<file path="src/rtl/pot_scan_controller_pkg.sv">
`default_nettype none
// ----------------------------------------------------------------------------
// pot_scan_controller_pkg : scan FSM encoding and default ADC timing
// Rev 1.0
// ----------------------------------------------------------------------------
package pot_scan_controller_pkg;

  typedef enum logic [2:0] {
    ST_IDLE     = 3'd0,
    ST_SELECT   = 3'd1,
    ST_START    = 3'd2,
    ST_WAIT_EOC = 3'd3,
    ST_READ     = 3'd4,
    ST_NEXT     = 3'd5
  } scan_state_e;

  localparam int DEF_SCAN_DIV       = 100000;
  localparam int DEF_SETTLE_CYCLES  = 16;
  localparam int DEF_START_CYCLES   = 10;
  localparam int DEF_READ_CYCLES    = 4;
  localparam int DEF_TIMEOUT_CYCLES = 20000;

  function automatic int max_of(input int a, input int b);
    return (a > b) ? a : b;
  endfunction

endpackage
`default_nettype wire

</file>
<file path="src/rtl/pot_scan_controller_sync_2ff.sv">
`default_nettype none
// ----------------------------------------------------------------------------
// sync_2ff : two-flop synchronizer with asynchronous active-low reset
// Rev 1.0
// ----------------------------------------------------------------------------
module sync_2ff #(
  parameter int WIDTH = 1
) (
  input  logic             clk_i,
  input  logic             rst_ni,
  input  logic [WIDTH-1:0] d_i,
  output logic [WIDTH-1:0] q_o
);

  logic [WIDTH-1:0] meta_q;
  logic [WIDTH-1:0] sync_q;

  always_ff @(posedge clk_i or negedge rst_ni) begin
    if (!rst_ni) begin
      meta_q <= '0;
      sync_q <= '0;
    end else begin
      meta_q <= d_i;
      sync_q <= meta_q;
    end
  end

  assign q_o = sync_q;

endmodule
`default_nettype wire

</file>
<file path="src/rtl/pot_scan_controller.sv">
`default_nettype none
// ----------------------------------------------------------------------------
// pot_scan_controller : sequences a shared ADC0808-class front end over both paddles
// Rev 1.0
// ----------------------------------------------------------------------------
module pot_scan_controller
  import pot_scan_controller_pkg::*;
#(
  parameter int SCAN_DIV       = DEF_SCAN_DIV,
  parameter int SETTLE_CYCLES  = DEF_SETTLE_CYCLES,
  parameter int START_CYCLES   = DEF_START_CYCLES,
  parameter int READ_CYCLES    = DEF_READ_CYCLES,
  parameter int TIMEOUT_CYCLES = DEF_TIMEOUT_CYCLES
) (
  input  logic       sys_clk,
  input  logic       reset,
  input  logic       enable,
  input  logic [7:0] adc_data,
  input  logic       adc_eoc,
  output logic       adc_sel,
  output logic       adc_start,
  output logic       adc_oe,
  output logic [7:0] value0,
  output logic [7:0] value1,
  output logic       valid,
  output logic       valid_ch,
  output logic [1:0] timeout_err,
  output logic       busy
);

  localparam int TMR_MAX = max_of(max_of(SETTLE_CYCLES, START_CYCLES),
                                  max_of(READ_CYCLES, TIMEOUT_CYCLES));
  localparam int TW = $clog2(TMR_MAX + 1);
  localparam int CW = $clog2(SCAN_DIV);

  localparam logic [CW-1:0] CNT_LAST     = CW'(SCAN_DIV - 1);
  localparam logic [TW-1:0] SETTLE_LAST  = TW'(SETTLE_CYCLES - 1);
  localparam logic [TW-1:0] START_LAST   = TW'(START_CYCLES - 1);
  localparam logic [TW-1:0] READ_LAST    = TW'(READ_CYCLES - 1);
  localparam logic [TW-1:0] TIMEOUT_LAST = TW'(TIMEOUT_CYCLES - 1);

  scan_state_e   state_q, state_d;
  logic [CW-1:0] cnt_q, cnt_d;
  logic [TW-1:0] tmr_q, tmr_d;
  logic          pending_q, pending_d;
  logic          ch_q, ch_d;
  logic          sel_q, sel_d;
  logic          seen_low_q, seen_low_d;
  logic [7:0]    value0_q, value0_d;
  logic [7:0]    value1_q, value1_d;
  logic          valid_q, valid_d;
  logic          valid_ch_q, valid_ch_d;
  logic [1:0]    terr_q, terr_d;
  logic          eoc_s;
  logic          tick_w;

  sync_2ff #(.WIDTH(1)) u_eoc_sync (
    .clk_i  (sys_clk),
    .rst_ni (reset),
    .d_i    (adc_eoc),
    .q_o    (eoc_s)
  );

  assign tick_w = (cnt_q == CNT_LAST);
  assign cnt_d  = tick_w ? '0 : cnt_q + CW'(1);

  always_ff @(posedge sys_clk or negedge reset) begin
    if (!reset) begin
      state_q    <= ST_IDLE;
      cnt_q      <= '0;
      tmr_q      <= '0;
      pending_q  <= 1'b0;
      ch_q       <= 1'b0;
      sel_q      <= 1'b0;
      seen_low_q <= 1'b0;
      value0_q   <= '0;
      value1_q   <= '0;
      valid_q    <= 1'b0;
      valid_ch_q <= 1'b0;
      terr_q     <= '0;
    end else begin
      state_q    <= state_d;
      cnt_q      <= cnt_d;
      tmr_q      <= tmr_d;
      pending_q  <= pending_d;
      ch_q       <= ch_d;
      sel_q      <= sel_d;
      seen_low_q <= seen_low_d;
      value0_q   <= value0_d;
      value1_q   <= value1_d;
      valid_q    <= valid_d;
      valid_ch_q <= valid_ch_d;
      terr_q     <= terr_d;
    end
  end

  always_comb begin
    state_d    = state_q;
    tmr_d      = tmr_q;
    pending_d  = pending_q;
    ch_d       = ch_q;
    sel_d      = sel_q;
    seen_low_d = seen_low_q;
    value0_d   = value0_q;
    value1_d   = value1_q;
    valid_d    = 1'b0;
    valid_ch_d = valid_ch_q;
    terr_d     = terr_q;

    unique case (state_q)
      ST_IDLE: begin
        if (pending_q && enable) begin
          pending_d = 1'b0;
          ch_d      = 1'b0;
          sel_d     = 1'b0;
          tmr_d     = '0;
          state_d   = ST_SELECT;
        end
      end
      ST_SELECT: begin
        if (tmr_q == SETTLE_LAST) begin
          tmr_d   = '0;
          state_d = ST_START;
        end else begin
          tmr_d = tmr_q + TW'(1);
        end
      end
      ST_START: begin
        if (tmr_q == START_LAST) begin
          tmr_d      = '0;
          seen_low_d = 1'b0;
          state_d    = ST_WAIT_EOC;
        end else begin
          tmr_d = tmr_q + TW'(1);
        end
      end
      ST_WAIT_EOC: begin
        // A high EOC only counts after a low has been seen, so a stale EOC is ignored.
        if (seen_low_q && eoc_s) begin
          tmr_d   = '0;
          state_d = ST_READ;
        end else if (tmr_q == TIMEOUT_LAST) begin
          terr_d[ch_q] = 1'b1;
          state_d      = ST_NEXT;
        end else begin
          tmr_d = tmr_q + TW'(1);
          if (!eoc_s) begin
            seen_low_d = 1'b1;
          end
        end
      end
      ST_READ: begin
        if (tmr_q == READ_LAST) begin
          if (ch_q) begin
            value1_d = adc_data;
          end else begin
            value0_d = adc_data;
          end
          valid_d      = 1'b1;
          valid_ch_d   = ch_q;
          terr_d[ch_q] = 1'b0;
          tmr_d        = '0;
          state_d      = ST_NEXT;
        end else begin
          tmr_d = tmr_q + TW'(1);
        end
      end
      ST_NEXT: begin
        if (!ch_q && enable) begin
          ch_d    = 1'b1;
          sel_d   = 1'b1;
          tmr_d   = '0;
          state_d = ST_SELECT;
        end else begin
          state_d = ST_IDLE;
        end
      end
      default: state_d = ST_IDLE;
    endcase

    // Applied last so a tick in the same cycle IDLE consumes the flag is not lost.
    if (tick_w && enable) begin
      pending_d = 1'b1;
    end
  end

  always_comb begin
    adc_start = 1'b0;
    adc_oe    = 1'b0;
    busy      = 1'b1;
    unique case (state_q)
      ST_IDLE:  busy      = 1'b0;
      ST_START: adc_start = 1'b1;
      ST_READ:  adc_oe    = 1'b1;
      default:  ;
    endcase
  end

  assign adc_sel     = sel_q;
  assign value0      = value0_q;
  assign value1      = value1_q;
  assign valid       = valid_q;
  assign valid_ch    = valid_ch_q;
  assign timeout_err = terr_q;

endmodule
`default_nettype wire

</file>
<file path="config.mk">
export PLATFORM = sky130hd
export DESIGN_NAME = pot_scan_controller
export DESIGN_NICKNAME = d
export VERILOG_FILES = /design/src/rtl/pot_scan_controller_pkg.sv /design/src/rtl/pot_scan_controller_sync_2ff.sv /design/src/rtl/pot_scan_controller.sv
export SDC_FILE = /design/constraint.sdc
export NUM_CORES = 1
export LEC_CHECK = 0
export BUFFER_PORTS_ARGS = -buffer_cell sky130_fd_sc_hd__buf_2
export CAP_MARGIN = 10
export CELL_PAD_IN_SITES_DETAIL_PLACEMENT = 1
export CELL_PAD_IN_SITES_GLOBAL_PLACEMENT = 1
export CORE_ASPECT_RATIO = 0.6
export CORE_MARGIN = 3
export CORE_UTILIZATION = 35
export DETAILED_ROUTE_END_ITERATION = 7
export HOLD_SLACK_MARGIN = 0.08
export PLACE_DENSITY_LB_ADDON = 0.15
export SLEW_MARGIN = 20
export SYNTH_ARGS = -nofsm -noshare
export SYNTH_HDL_FRONTEND = slang
export SYNTH_SLANG_ARGS = --single-unit
</file>
<file path="constraint.sdc">
create_clock -name sys_clk -period 2.68 [get_ports sys_clk]
set_input_delay 0.134 -clock sys_clk [delete_from_list [all_inputs] [get_ports sys_clk]]
set_output_delay 0.134 -clock sys_clk [all_outputs]
set_load 0.02 [all_outputs]
</file>
==> metrics.yaml <==
status:
  status: "finished, final reports clean"
synthesis:
  synth_top_area_cell: "dfrtp_1"
  seq_area_frac_synth: 0.5102
  syn_inst: 282
  syn-num-nets: 298
  ys.flop_type: "dfrtp_1"
  synth_top_area_frac: 0.5102
  yosys_warnings: 0
  synthDistinctLibCells: 46
  ys_async_sr_fraction: 1.000
  syn_avg_cell_area_sq_um: 10.44
  synth_seq_cells: 60
  synth_edf_count: 0
  synth.area.top_cells: "dfrtp_1, mux2_2, xnor2_1, nor2_1, nand2_1"
  syn_area_sq_um: 2943
global_routing:
  antenna_found_initial: 0
  grt_pass1_vias: 2529
  grt_max_degree: 32
  grt_overflow: 0
  grt_pass1_wl_microns: 13750
  grt_util_all_layers: 0.1818
final_layout:
  final_cell_mix: "dfrtp_1, buf_2, nor2_1"
  area_delta_synth_final_pct: 24.06
  nets: 354
  nFillCells: 930
  seq_area_sq_um: 1501
  multi_input_area_sq_um: 1383
  num_antenna_cells: 0
  layout-drive-gt1-share: 0.2303
  final_cells: 451
  final_common_cell: "dfrtp_1"
power:
  power_frac_comb: 0.031
  power_switching_uw: 461.2
  internal_power_uw: 1621
  p_per_area_nw_per_um2: 570.2
  power.share.clock: 0.528
  total_power_uw: 2082
  power.share.switching: 0.2215
  seq_power_share: 0.441
  ir_worst_vdd_mv: 0.3180
  p_leak_uw: 0.001648
clock_tree:
  ctsResizeCount: 0
  cts_sinks: 60
  cts_buffer_depth: 2
  clk_pin_slew_ps: 50
  numCtsBuffers: 9
  cts_tree: "yes"
  clk_latency_ps: 330
  cts_root_buf: "clkbuf_16"
  h-tree-depth: 3
drt:
  avgViaCountPerCell: 5.239
  highest_layer: "met4"
  drc_errors: 0
  firstDrtPassIters: 4
  dr.first_iter.drc_count: 102
  drt-total-wl_microns: 7899
  dr_wl_met3_microns: 392
  ant_nets: 0
  via_count: 2363
  routedLengthMet1_microns: 4222
  wl_per_cell_microns: 17.51
  wl_met2_microns: 3197
floorplan:
  die_h_microns: 77.03
  die_x_microns: 124.4
  dieArea_sq_um: 9580
  coreArea_sq_um: 8008
  pin_count: 36
  start_util: 0.3675
  num_rows: 25
timing:
  max_slew_margin: 0.5074
  fmax_ghz: 0.4125
  setup_ws_ps: 256.0
  period_minus_slack_ps: 2424
  setup-tns-final_ps: 0
  fin_crit_sh: 0.9045
  hold_viol: 0
  slew_viol_final: 0
  finalSetupViolations: 0
  skew_ps: 5.533
  rsz0062_at_grt: "no"
  tightest_slew_ps: 739.0
placed_design:
  hpwl_microns: 5676
  place_inst: 425
  dp_slack_ps: 305.5
  port-buffer-count: 35
  routabilityCongestion: 0.8261
critical_path:
  arrival_ps: 2610
  cp_max_fo: 9
  start_kind: "flop"
  crit_required_ps: 2860
  critPathCaptureType: "flop"
  path_class: "flop to flop"
run:
  drv_cap: 0
worst_hold_path:
  hold_path_class: "input pin to flop"
state kept, by name, summed over array words and instances, names as in the netlist, named ones only:
name               flops
tmr_q                 15
seen_low_q             1
value0                 8
cnt_q                 17
adc_sel                1
valid_ch               1
value1                 8
u_eoc_sync.q_o         1
state_q                3
valid                  1
pending_q              1
u_eoc_sync.meta_q      1
power by group through the flow:
stage               sequential, uW  clock (uW)  combinational [uW]
finish                         919        1100                64.2
global route                   919        1180                72.4
CTS                            919        1140                66.6
detailed placement             934           0                55.3
global placement               934           0                53.6
floorplan                      942           0                6.17
cells in the mapped netlist (2+ instances only):
| cell type | number |
|---|---|
| and4_1 | 5 |
| xor2_1 | 5 |
| nor2b_1 | 2 |
| inv_1 | 6 |
| or3_1 | 7 |
| and3_1 | 5 |
| nand2_1 | 27 |
| dfrtp_1 | 60 |
| o211ai_1 | 8 |
| mux2_2 | 16 |
| a211oi_1 | 5 |
| nand3b_1 | 2 |
| o21bai_1 | 2 |
| nor4_1 | 4 |
| o31ai_1 | 3 |
| nand3_1 | 12 |
| and2_1 | 5 |
| o21ai_0 | 8 |
| buf_2 | 5 |
| xnor2_1 | 15 |
| nand2b_1 | 2 |
| or4_1 | 3 |
| ha_1 | 4 |
| nand4_1 | 9 |
| o221ai_1 | 2 |
| nor3_1 | 3 |
| a21oi_1 | 7 |
| a31oi_1 | 3 |
| nor2_1 | 30 |
through the flow:
step | hold slack (ps) | util | cell area [sq um]
floorplan | -161.6 | - | 2943
CTS | 113.6 | 0.4559 | 3651
detailed placement | 245.3 | 0.4073 | 3262
finish | 127.5 | 0.4559 | 3651
global route | 141.7 | 0.4559 | 3651
global placement | 241.7 | 0.4073 | 3262
worst paths after layout:
| check | depth (start not counted) | slack [ps] | to | from |
|---|---|---|---|---|
| min reg2reg | 0 | 370 | u_eoc_sync.q_o$_DFF_PN0_ | u_eoc_sync.meta_q$_DFF_PN0_ |
| min | 2 | 130 | pending_q$_DFFE_PN0P_ | enable |
| min in group asynchronous | 2 | 410 | cnt_q[13]$_DFF_PN0_ | reset |
| max | 5 | 260 | tmr_q[2]$_DFFE_PN0P_ | tmr_q[2]$_DFFE_PN0P_ |
| max in group asynchronous | 3 | 1570 | value1[6]$_DFFE_PN0P_ | reset |
| max reg2reg | 5 | 260 | tmr_q[2]$_DFFE_PN0P_ | tmr_q[2]$_DFFE_PN0P_ |
per-layer routing:
metal | track usage | vias up
met2 | 0.2511 | 49
met5 | 0 | -
li1 | - | 1140
met3 | 0.05915 | 9
met4 | 0.05252 | 0
met1 | 0.2691 | 1165
worst max-delay path, cell delays in order, from the launching register on:
cell       delay, ps
dfrtp_1          460
nor4_1           480
nand4_1          340
o2bb2ai_2        290
nor3_2           580
nor2_1           120
area by class of cell:
class / instances / area share
multi-input combinational: 210 / 0.3787
clock inverter: 4 / 0.008910
clock buffer: 12 / 0.07025
sequential: 60 / 0.4112
inverter: 6 / 0.006169
tap: 108 / 0.03701
timing repair buffer: 51 / 0.08773
kinds of logic after synthesis:
family,count (synthesis),synth area share
adders and majority gates,4,0.01701
xor gates and xnor gates,20,0.05952
muxes,16,0.06122
buffers and inverters,12,0.01998
and+or+nand+nor,123,0.2194
DFF,60,0.5102
AOI/OAI and AO/OA,47,0.1127
what timing repair did:
item | CTS | global route
hold endpoints to repair | 46 | 0
hold buffers | 10 | 0
setup buffers | 0 | 0
No activity file was read; power rests on OpenSTA's default activity.
